File: src/rtl/pll_sup_pkg.sv
// Shared state encoding and helpers for the PLL lock supervisor.
package pll_sup_pkg;

  localparam logic [2:0] ST_PWD  = 3'd0;
  localparam logic [2:0] ST_RST  = 3'd1;
  localparam logic [2:0] ST_WAIT = 3'd2;
  localparam logic [2:0] ST_RUN  = 3'd3;
  localparam logic [2:0] ST_FAIL = 3'd4;

  localparam int SYNC_DEPTH = 2;

  typedef enum logic [2:0] {
    S_PWD  = ST_PWD,
    S_RST  = ST_RST,
    S_WAIT = ST_WAIT,
    S_RUN  = ST_RUN,
    S_FAIL = ST_FAIL
  } state_e;

  function automatic int max_of(input int a, input int b);
    return (a > b) ? a : b;
  endfunction

endpackage

File: src/rtl/pll_sup_sync2.sv
// Flop-chain synchronizer bringing the asynchronous PLL lock into the reference clock domain.
module pll_sup_sync2
  import pll_sup_pkg::*;
(
  input  logic clk_i,
  input  logic srst_i,
  input  logic d_i,
  output logic q_o
);

  logic [SYNC_DEPTH-1:0] ff_q;

  always_ff @(posedge clk_i) begin
    if (srst_i) begin
      ff_q <= '0;
    end else begin
      ff_q <= {ff_q[SYNC_DEPTH-2:0], d_i};
    end
  end

  assign q_o = ff_q[SYNC_DEPTH-1];

endmodule

File: src/rtl/pll_lock_supervisor.sv
// PLL power-down/reset sequencer, lock qualifier and watchdog with bounded retries.
// Defining PLL_SUP_LOSS_CNT_EN adds the saturating lock-loss counter output loss_cnt.
module pll_lock_supervisor
  import pll_sup_pkg::*;
#(
  parameter int PWD_CYCLES    = 2,
  parameter int RST_CYCLES    = 2,
  parameter int STABLE_CYCLES = 256,
  parameter int LOCK_TIMEOUT  = 2700,
  parameter int MAX_RETRY     = 3
) (
  input  logic clkin1,
  input  logic rst,
  input  logic lock,
  input  logic restart,
  output logic pll_pwd,
  output logic pll_rst,
  output logic sys_rst,
  output logic locked_ok,
  output logic lock_lost,
  output logic fail
`ifdef PLL_SUP_LOSS_CNT_EN
  ,
  output logic [7:0] loss_cnt
`endif
);

  localparam int MAX_PARAM = max_of(max_of(max_of(PWD_CYCLES, RST_CYCLES),
                                           max_of(STABLE_CYCLES, LOCK_TIMEOUT)), MAX_RETRY);
  localparam int CNT_W   = $clog2(MAX_PARAM + 1);
  localparam int RETRY_W = $clog2(MAX_RETRY + 1);

  localparam logic [CNT_W-1:0]   PWD_LAST    = CNT_W'(PWD_CYCLES - 1);
  localparam logic [CNT_W-1:0]   RST_LAST    = CNT_W'(RST_CYCLES - 1);
  localparam logic [CNT_W-1:0]   STAB_LAST   = CNT_W'(STABLE_CYCLES - 1);
  localparam logic [CNT_W-1:0]   TMO_LAST    = CNT_W'(LOCK_TIMEOUT - 1);
  localparam logic [RETRY_W-1:0] RETRY_LIMIT = RETRY_W'(MAX_RETRY);

  state_e               state_q, state_d;
  logic [CNT_W-1:0]     cnt_q, cnt_d;
  logic [CNT_W-1:0]     stab_q, stab_d;
  logic [RETRY_W-1:0]   retry_q, retry_d;
  logic                 pwd_q, pwd_d;
  logic                 prst_q, prst_d;
  logic                 sysrst_q, sysrst_d;
  logic                 ok_q, ok_d;
  logic                 lost_q, lost_d;
  logic                 fail_q, fail_d;
  logic                 lock_s;

  pll_sup_sync2 u_lock_sync (
    .clk_i  (clkin1),
    .srst_i (rst),
    .d_i    (lock),
    .q_o    (lock_s)
  );

  always_comb begin
    state_d = state_q;
    retry_d = retry_q;
    lost_d  = lost_q;
    stab_d  = '0;
    cnt_d   = cnt_q + 1'b1;

    case (state_q)
      S_PWD:  if (cnt_q == PWD_LAST) state_d = S_RST;
      S_RST:  if (cnt_q == RST_LAST) state_d = S_WAIT;
      S_WAIT: begin
        stab_d = lock_s ? stab_q + 1'b1 : '0;
        // A lock that qualifies on the timeout cycle still counts as a success.
        if (lock_s && (stab_q == STAB_LAST)) begin
          state_d = S_RUN;
          retry_d = '0;
        end else if (cnt_q == TMO_LAST) begin
          retry_d = retry_q + 1'b1;
          state_d = (retry_d == RETRY_LIMIT) ? S_FAIL : S_PWD;
        end
      end
      S_RUN: begin
        if (!lock_s) begin
          state_d = S_PWD;
          lost_d  = 1'b1;
        end
      end
      S_FAIL:  state_d = S_FAIL;
      default: state_d = S_PWD;
    endcase

    if (restart) begin
      state_d = S_PWD;
      retry_d = '0;
      lost_d  = 1'b0;
    end

    // A restart from PWD must still restart the power-down timing from zero.
    if (restart || (state_d != state_q) || (state_q == S_RUN) || (state_q == S_FAIL)) begin
      cnt_d = '0;
    end
    if (restart || (state_d != state_q)) begin
      stab_d = '0;
    end

    pwd_d    = (state_d == S_PWD) || (state_d == S_FAIL);
    prst_d   = (state_d == S_PWD) || (state_d == S_RST) || (state_d == S_FAIL);
    sysrst_d = (state_d != S_RUN);
    ok_d     = (state_d == S_RUN);
    fail_d   = (state_d == S_FAIL);
  end

  always_ff @(posedge clkin1) begin
    if (rst) begin
      state_q  <= S_PWD;
      cnt_q    <= '0;
      stab_q   <= '0;
      retry_q  <= '0;
      pwd_q    <= 1'b1;
      prst_q   <= 1'b1;
      sysrst_q <= 1'b1;
      ok_q     <= 1'b0;
      lost_q   <= 1'b0;
      fail_q   <= 1'b0;
    end else begin
      state_q  <= state_d;
      cnt_q    <= cnt_d;
      stab_q   <= stab_d;
      retry_q  <= retry_d;
      pwd_q    <= pwd_d;
      prst_q   <= prst_d;
      sysrst_q <= sysrst_d;
      ok_q     <= ok_d;
      lost_q   <= lost_d;
      fail_q   <= fail_d;
    end
  end

  assign pll_pwd   = pwd_q;
  assign pll_rst   = prst_q;
  assign sys_rst   = sysrst_q;
  assign locked_ok = ok_q;
  assign lock_lost = lost_q;
  assign fail      = fail_q;

`ifdef PLL_SUP_LOSS_CNT_EN
  logic [7:0] loss_q, loss_d;

  // Only a genuine RUN->PWD drop counts; a restart in the same cycle takes precedence.
  always_comb begin
    loss_d = loss_q;
    if ((state_q == S_RUN) && !lock_s && !restart && (loss_q != 8'hFF)) begin
      loss_d = loss_q + 8'd1;
    end
  end

  always_ff @(posedge clkin1) begin
    if (rst) begin
      loss_q <= '0;
    end else begin
      loss_q <= loss_d;
    end
  end

  assign loss_cnt = loss_q;
`endif

endmodule

File: config.mk
export PLATFORM = sky130hd
export DESIGN_NAME = pll_lock_supervisor
export DESIGN_NICKNAME = d
export VERILOG_FILES = /design/src/rtl/pll_sup_pkg.sv /design/src/rtl/pll_sup_sync2.sv /design/src/rtl/pll_lock_supervisor.sv
export SDC_FILE = /design/constraint.sdc
export NUM_CORES = 1
export LEC_CHECK = 0
export CORE_MARGIN = 10
export CORE_UTILIZATION = 48
export DETAILED_ROUTE_END_ITERATION = 6
export PLACE_DENSITY = 0.69
export SYNTH_ARGS = -nofsm -noshare
export SYNTH_HDL_FRONTEND = slang
export SYNTH_HIERARCHICAL = 1
export SYNTH_SLANG_ARGS = --single-unit
File: constraint.sdc
create_clock -name clkin1 -period 1.7 [get_ports clkin1]
set_input_delay 0.425 -clock clkin1 [delete_from_list [all_inputs] [get_ports clkin1]]
set_output_delay 0.425 -clock clkin1 [all_outputs]
set_load 0.1 [all_outputs]
[After elaboration in Yosys (flattened, before gate mapping)]
Index checks and enable logic that the tools add are counted.
Operators by class
  mux-type cells: 10
  reductions and logical operators: 15
  multiply operators: 0
  order comparisons: 0
  equal/unequal tests: 13
  shift operators: 0
  divide/modulo/power cells: 0
  add/sub/neg operators: 3
  bitwise logic cells: 2
Operators with widths (number)
  12-bit by 1-bit adder with 12-bit output, second input constant: 2
  3-bit two-way mux: 7
  3-bit one-hot mux with 5 select lines: 1
  12-bit by 1-bit == test with 1-bit output, second input constant: 1
  12-bit == test, second input constant: 1
  12-bit by 8-bit == test with 1-bit output, second input constant: 1
  3-bit by 2-bit == test with 1-bit output, second input constant: 3
  3-bit by 1-bit == test with 1-bit output, second input constant: 2
  3-bit == test, second input constant: 2
  3-bit zero test: 2
  1-bit logical OR: 6
  2-bit two-way mux: 2
  2-bit AND reduction: 2
  2-bit OR reduction: 2
  4-bit OR reduction: 1
  3-bit by 2-bit != test with 1-bit output, second input constant: 1
  3-bit != test: 1
  2-bit by 1-bit adder with 2-bit output, second input constant: 1
  2-bit == test, second input constant: 1
  1-bit inverter: 2
  2-bit nonzero test: 1
  1-bit logical AND: 1
Storage, ports and cells
  flip-flop bits (word level): 37
  RAM bits: 0
  latch bits: 0
  output and inout port bits: 6
  memory bits (read-only): 0
  memories kept: 0
  word-level logic and storage cells: 54
  bits of input ports: 4

[Longest topological paths before layout]
  word-level depth: 12
  gate-level depth with buffers: 8
  mapped depth without buffers: 8

[Modules after synthesis]
The synthesis kept the hierarchy.
By module, submodules not included
  pll_lock_supervisor: seq. area each 700.7 um2, area an instance 1569.0 um2, times used 1, cells an instance 175
  pll_sup_sync2: seq. area each 40.0 um2, area an instance 52.6 um2, times used 1, cells an instance 4

[Worst setup path before layout]
OpenSTA, ideal clock, no wires.
  kind: reg2reg
  from: reg cnt_q[0]
  to: reg cnt_q[10]
  setup time: 0.117 ns
  slack: 0.018 ns
  data required time: 1.583 ns
  clock period less this slack: 1.682 ns
  arrival: 1.564 ns
  cell stages (with the launch flop): 7
  path through: dfxtp_1 -> ha_1 -> and4_1 -> nand4_1 -> a221o_4 -> nand2_2 -> nor2_1
On the way
  word-level cells in the longest chain between the ends: 10
  elaborated cells on any way between the ends: 14
  classes of those cells: add/sub: 1; eq/ne: 3; mux: 6; reduce/logical: 4
Ends and longest elaborated chain
  start: declaration: RTL line pll_lock_supervisor.sv:40  | logic [CNT_W-1:0] cnt_q, cnt_d;
  start signal: assignment: RTL line pll_lock_supervisor.sv:124  | cnt_q <= cnt_d;
  12-bit == test: RTL line pll_lock_supervisor.sv:74  | end else if (cnt_q == TMO_LAST) begin
  3-bit two-way mux: RTL line pll_lock_supervisor.sv:74
  3-bit two-way mux: RTL line pll_lock_supervisor.sv:71  | if (lock_s && (stab_q == STAB_LAST)) begin
  3-bit one-hot mux with 5 select lines: RTL line pll_lock_supervisor.sv:65  | case (state_q)
  3-bit two-way mux: RTL line pll_lock_supervisor.sv:89  | if (restart) begin
  3-bit != test: RTL line pll_lock_supervisor.sv:96  | if (restart || (state_d != state_q) || (state_q == S_RUN) || (state_q == S_FAIL)) begin
  1-bit logical OR (3 in a row): RTL line pll_lock_supervisor.sv:96
  2-bit OR reduction (no source line)
Several ways; a longest one is shown, not always the timed one.
A chain may end at the register's enable or synchronous reset.

[Worst setup path in the final report]
  from: reg stab_q[8]
  to: reg cnt_q[2]
On the way
  word-level cells in the longest chain between the ends: 10
Ends and longest elaborated chain
  start: declaration: RTL line pll_lock_supervisor.sv:41  | logic [CNT_W-1:0] stab_q, stab_d;
  start signal: assignment: RTL line pll_lock_supervisor.sv:125  | stab_q <= stab_d;
  12-bit by 8-bit == test with 1-bit output: RTL line pll_lock_supervisor.sv:71
  1-bit logical AND: RTL line pll_lock_supervisor.sv:71
  3-bit two-way mux: RTL line pll_lock_supervisor.sv:71
  3-bit one-hot mux with 5 select lines: RTL line pll_lock_supervisor.sv:65
  3-bit two-way mux: RTL line pll_lock_supervisor.sv:89
  3-bit != test: RTL line pll_lock_supervisor.sv:96
  1-bit logical OR (3 in a row): RTL line pll_lock_supervisor.sv:96
  2-bit OR reduction (no source line)
Every way passes these cells.

==> metrics <==
total negative slack -0.721 ns; Die ar. 6100 um^2; Worst path max stage delay 0.57 ns; RR Endpoint cnt_q[2]$_SDFF_PP0_; final core area utilization 0.660; Fin. Hold Viols 0; CTS tree built; Final setup viols 23; largest net degree at the start of global routing 11; Leakage 0.791 nW; initial antenna violation count 0; GP Congestion 0.843; Seq/Total Area, Yosys 0.457; Cell Area, Synth 1620 um^2; WHS Path Cells 1; Core Rows 21; vias in the first global route 1,426; status finished, violations left; Remaining DRCs 0; Die Ht 78.1 um; total number of vias 1,411; Final Cycle Share 1.04; post-layout minimum cycle time 1.78 ns; fmax 563 MHz; First DRT Iteration DRCs 66; Critical Path Fanout Max 6; first-pass GRT wire length 6.12 mm; Hold/Removal Path Class reg -> reg; Worst path slowest cell or4_4; Core Area 3310 um^2; unrepaired setup endpoints after global routing yes; clock sink count 37; Yosys Warn Count 6; layout cells sized above 1 0.321; Routed Antenna Nets 0; R2R Setup Slk -0.08 ns; Slew Viols, Final 0; CP Capture Type flop; Cells after Synth 179; io pins 10; Synth area leader dfxtp_1; Vias/cell 5.28; final worst setup slack -0.0758 ns; Ant. Diodes 0; Hold Path End u_lock_sync/ff_q[1]$_SDFF_PP0_; # fillers 293; # H-tree levels 2; Initial Util 0.490; leading post-synthesis cells by cell area dfxtp_1, nor2_1, xnor2_1, xor2_1, ha_1; family with the most delay on the worst path simple AND/OR/NAND/NOR gates; CTS Root Cell clkbuf_4; I/O Buffers 9; top cell type's share of synthesized area 0.457; worst rel slew slack 0.721; clk_lat worst skew 0.34 ns; R2R Path Start stab_q[8]$_SDFF_PP0_; Net Count, Synth 187; area grow syn2layout 34.8%; Power Density 655 nW/um^2; violated checks negative setup slack; CP Data Arrival Time 2.05 ns; Setup Crit Path Kind reg -> reg; Max Cap Viol 0; hold buffers post-CTS 0; Synth cell types 34; Avg WL per Cell 13.8 um; Worst Tran Pin Value 0.415 ns; worst path required time 1.97 ns; DIE WIDTH 78.1 um; syn_area_per_cell 9.06 um^2; Post-DP HPWL 2.74 mm; clock skew 0.0119 ns; Worst Hold Launch u_lock_sync/ff_q[0]$_SDFF_PP0_; grt ovf 0; synthesized flop and latch total 37; final-stage net count 229; CTS buffer count 5; Clock Tree Buf Depth 2; CP bufs+invs 0; Clock transition at path regs 0.10 ns; drt first pass iters 4; worst path cell trace or4_4 -> o31ai_4 -> a221o_4 -> o21ai_2 -> nor3_2; Critical Path Start Type flop; aggregate global-route resource usage 0.123; Worst R2R Path Depth 5; VDD IR max 0.515 mV; total wire length 3.68 mm
## metal layers
layer | share of wire | vias up | global-route usage
met5 | 0 | - | 0
met4 | 0.020 | 0 | 0.0538
met3 | 0.033 | 9 | 0.0433
met2 | 0.54 | 18 | 0.223
met1 | 0.41 | 679 | 0.123
li1 | - | 705 | -
## cell usage in the layout (no fill, tap or decap), types with 3 or more instances in the layout
| cell | instances |
|---|---|
| clkdlybuf4s50_1 | 3 |
| dfxtp_1 | 33 |
| and4_1 | 5 |
| xor2_1 | 9 |
| nand2_1 | 11 |
| nor2b_1 | 3 |
| xnor2_1 | 11 |
| inv_1 | 6 |
| dfxtp_2 | 3 |
| buf_4 | 29 |
| buf_12 | 6 |
| nand3_1 | 4 |
| nor3_1 | 6 |
| nor3_2 | 3 |
| clkbuf_4 | 5 |
| and3_1 | 4 |
| nor2_1 | 32 |
| nor2_2 | 4 |
| nand4_1 | 5 |
## logic make-up (layout without fill, tap and decap cells)
logic type | after synthesis | after routing | synth area share
simple gates | 92 | 92 | 0.296
flops | 37 | 37 | 0.457
xor+xnor | 20 | 20 | 0.108
compound gates | 15 | 15 | 0.0795
buf+inv | 10 | 52 | 0.0232
fa+ha+maj | 4 | 4 | 0.0309
mux | 1 | 1 | 0.00617
## state kept, by name, indices dropped and copies added, names as in the netlist
name and count:
cnt_q 12, u_lock_sync/ff_q 2, pll_rst 1, fail 1
stab_q 12, pll_pwd 1, state_q 3, retry_q 2
locked_ok 1, lock_lost 1, sys_rst 1
## through the flow
stage / hold WS (ns) / power (W) / instances / worst slack, ns / instance area (um^2)
floorplan: 0.414 / 0.000935 / 179 / 0.0181 / 1620
global placement: 0.420 / 0.000970 / 258 / -0.0405 / 2020
detailed placement: 0.433 / 0.000972 / 258 / -0.103 / 2020
CTS: 0.453 / 0.00143 / 265 / -0.0596 / 2100
global route: 0.475 / 0.00149 / 267 / -0.154 / 2190
finish: 0.455 / 0.00143 / 267 / -0.0758 / 2190
## worst register-to-register path, stage by stage, from the launching register on
cell and delay [ns]:
dfxtp_2 0.33, or4_4 0.57, o31ai_4 0.25, a221o_4 0.27
o21ai_2 0.11, nor3_2 0.18
## worst max path at each step
stage,start,endpoint,slack (ns),cells past startpoint
after floorplan,cnt_q[0]$_SDFF_PP0_,cnt_q[10]$_SDFF_PP0_,0.02,6
after global placement,rst,cnt_q[9]$_SDFF_PP0_,-0.04,6
after detailed placement,cnt_q[0]$_SDFF_PP0_,cnt_q[8]$_SDFF_PP0_,-0.10,6
after CTS,stab_q[8]$_SDFF_PP0_,cnt_q[0]$_SDFF_PP0_,-0.06,5
after global routing,stab_q[0]$_SDFF_PP0_,fail$_SDFF_PP0_,-0.15,7
final,stab_q[8]$_SDFF_PP0_,cnt_q[2]$_SDFF_PP0_,-0.08,5
## cell type report
type	count	area, um^2	area share
Inverter	7	26.3	0.0120
Sequential cell	37	748	0.342
Tap cell	46	57.6	0.0263
Clock buffer	7	55.1	0.0252
Timing Repair Buffer	38	368	0.168
Multi-Input combinational cell	132	931	0.426
## cell usage after synthesis, drive strengths merged
master,number
a21oi,3
a221o,1
a22oi,1
a31oi,2
a32o,1
a32oi,2
and3,4
and4,5
and4b,1
clkbuf,3
dfxtp,37
ha,4
inv,7
mux2i,1
nand2,14
nand3,6
nand4,5
nand4bb,1
nor2,37
nor2b,3
nor3,9
nor3b,1
nor4,3
nor4b,1
o21ai,4
o31ai,1
or2,1
or4,1
xnor2,11
xor2,9
## report_power, final
part | switching, W | internal [W]
logic | 0.0000438 | 0.0000398
registers | 0.00000724 | 0.000873
clock network | 0.000272 | 0.000195
total | 0.000324 | 0.00111
## timing repair
action | in CTS | in global routing
hold endpoints to repair | 0 | 0
pin swaps | 2 | 3
endpoints found under the setup margin | 29 | 30
buffers inserted | 0 | 2
gates resized for setup | 7 | 20
(Power assumes the default switching activity.)
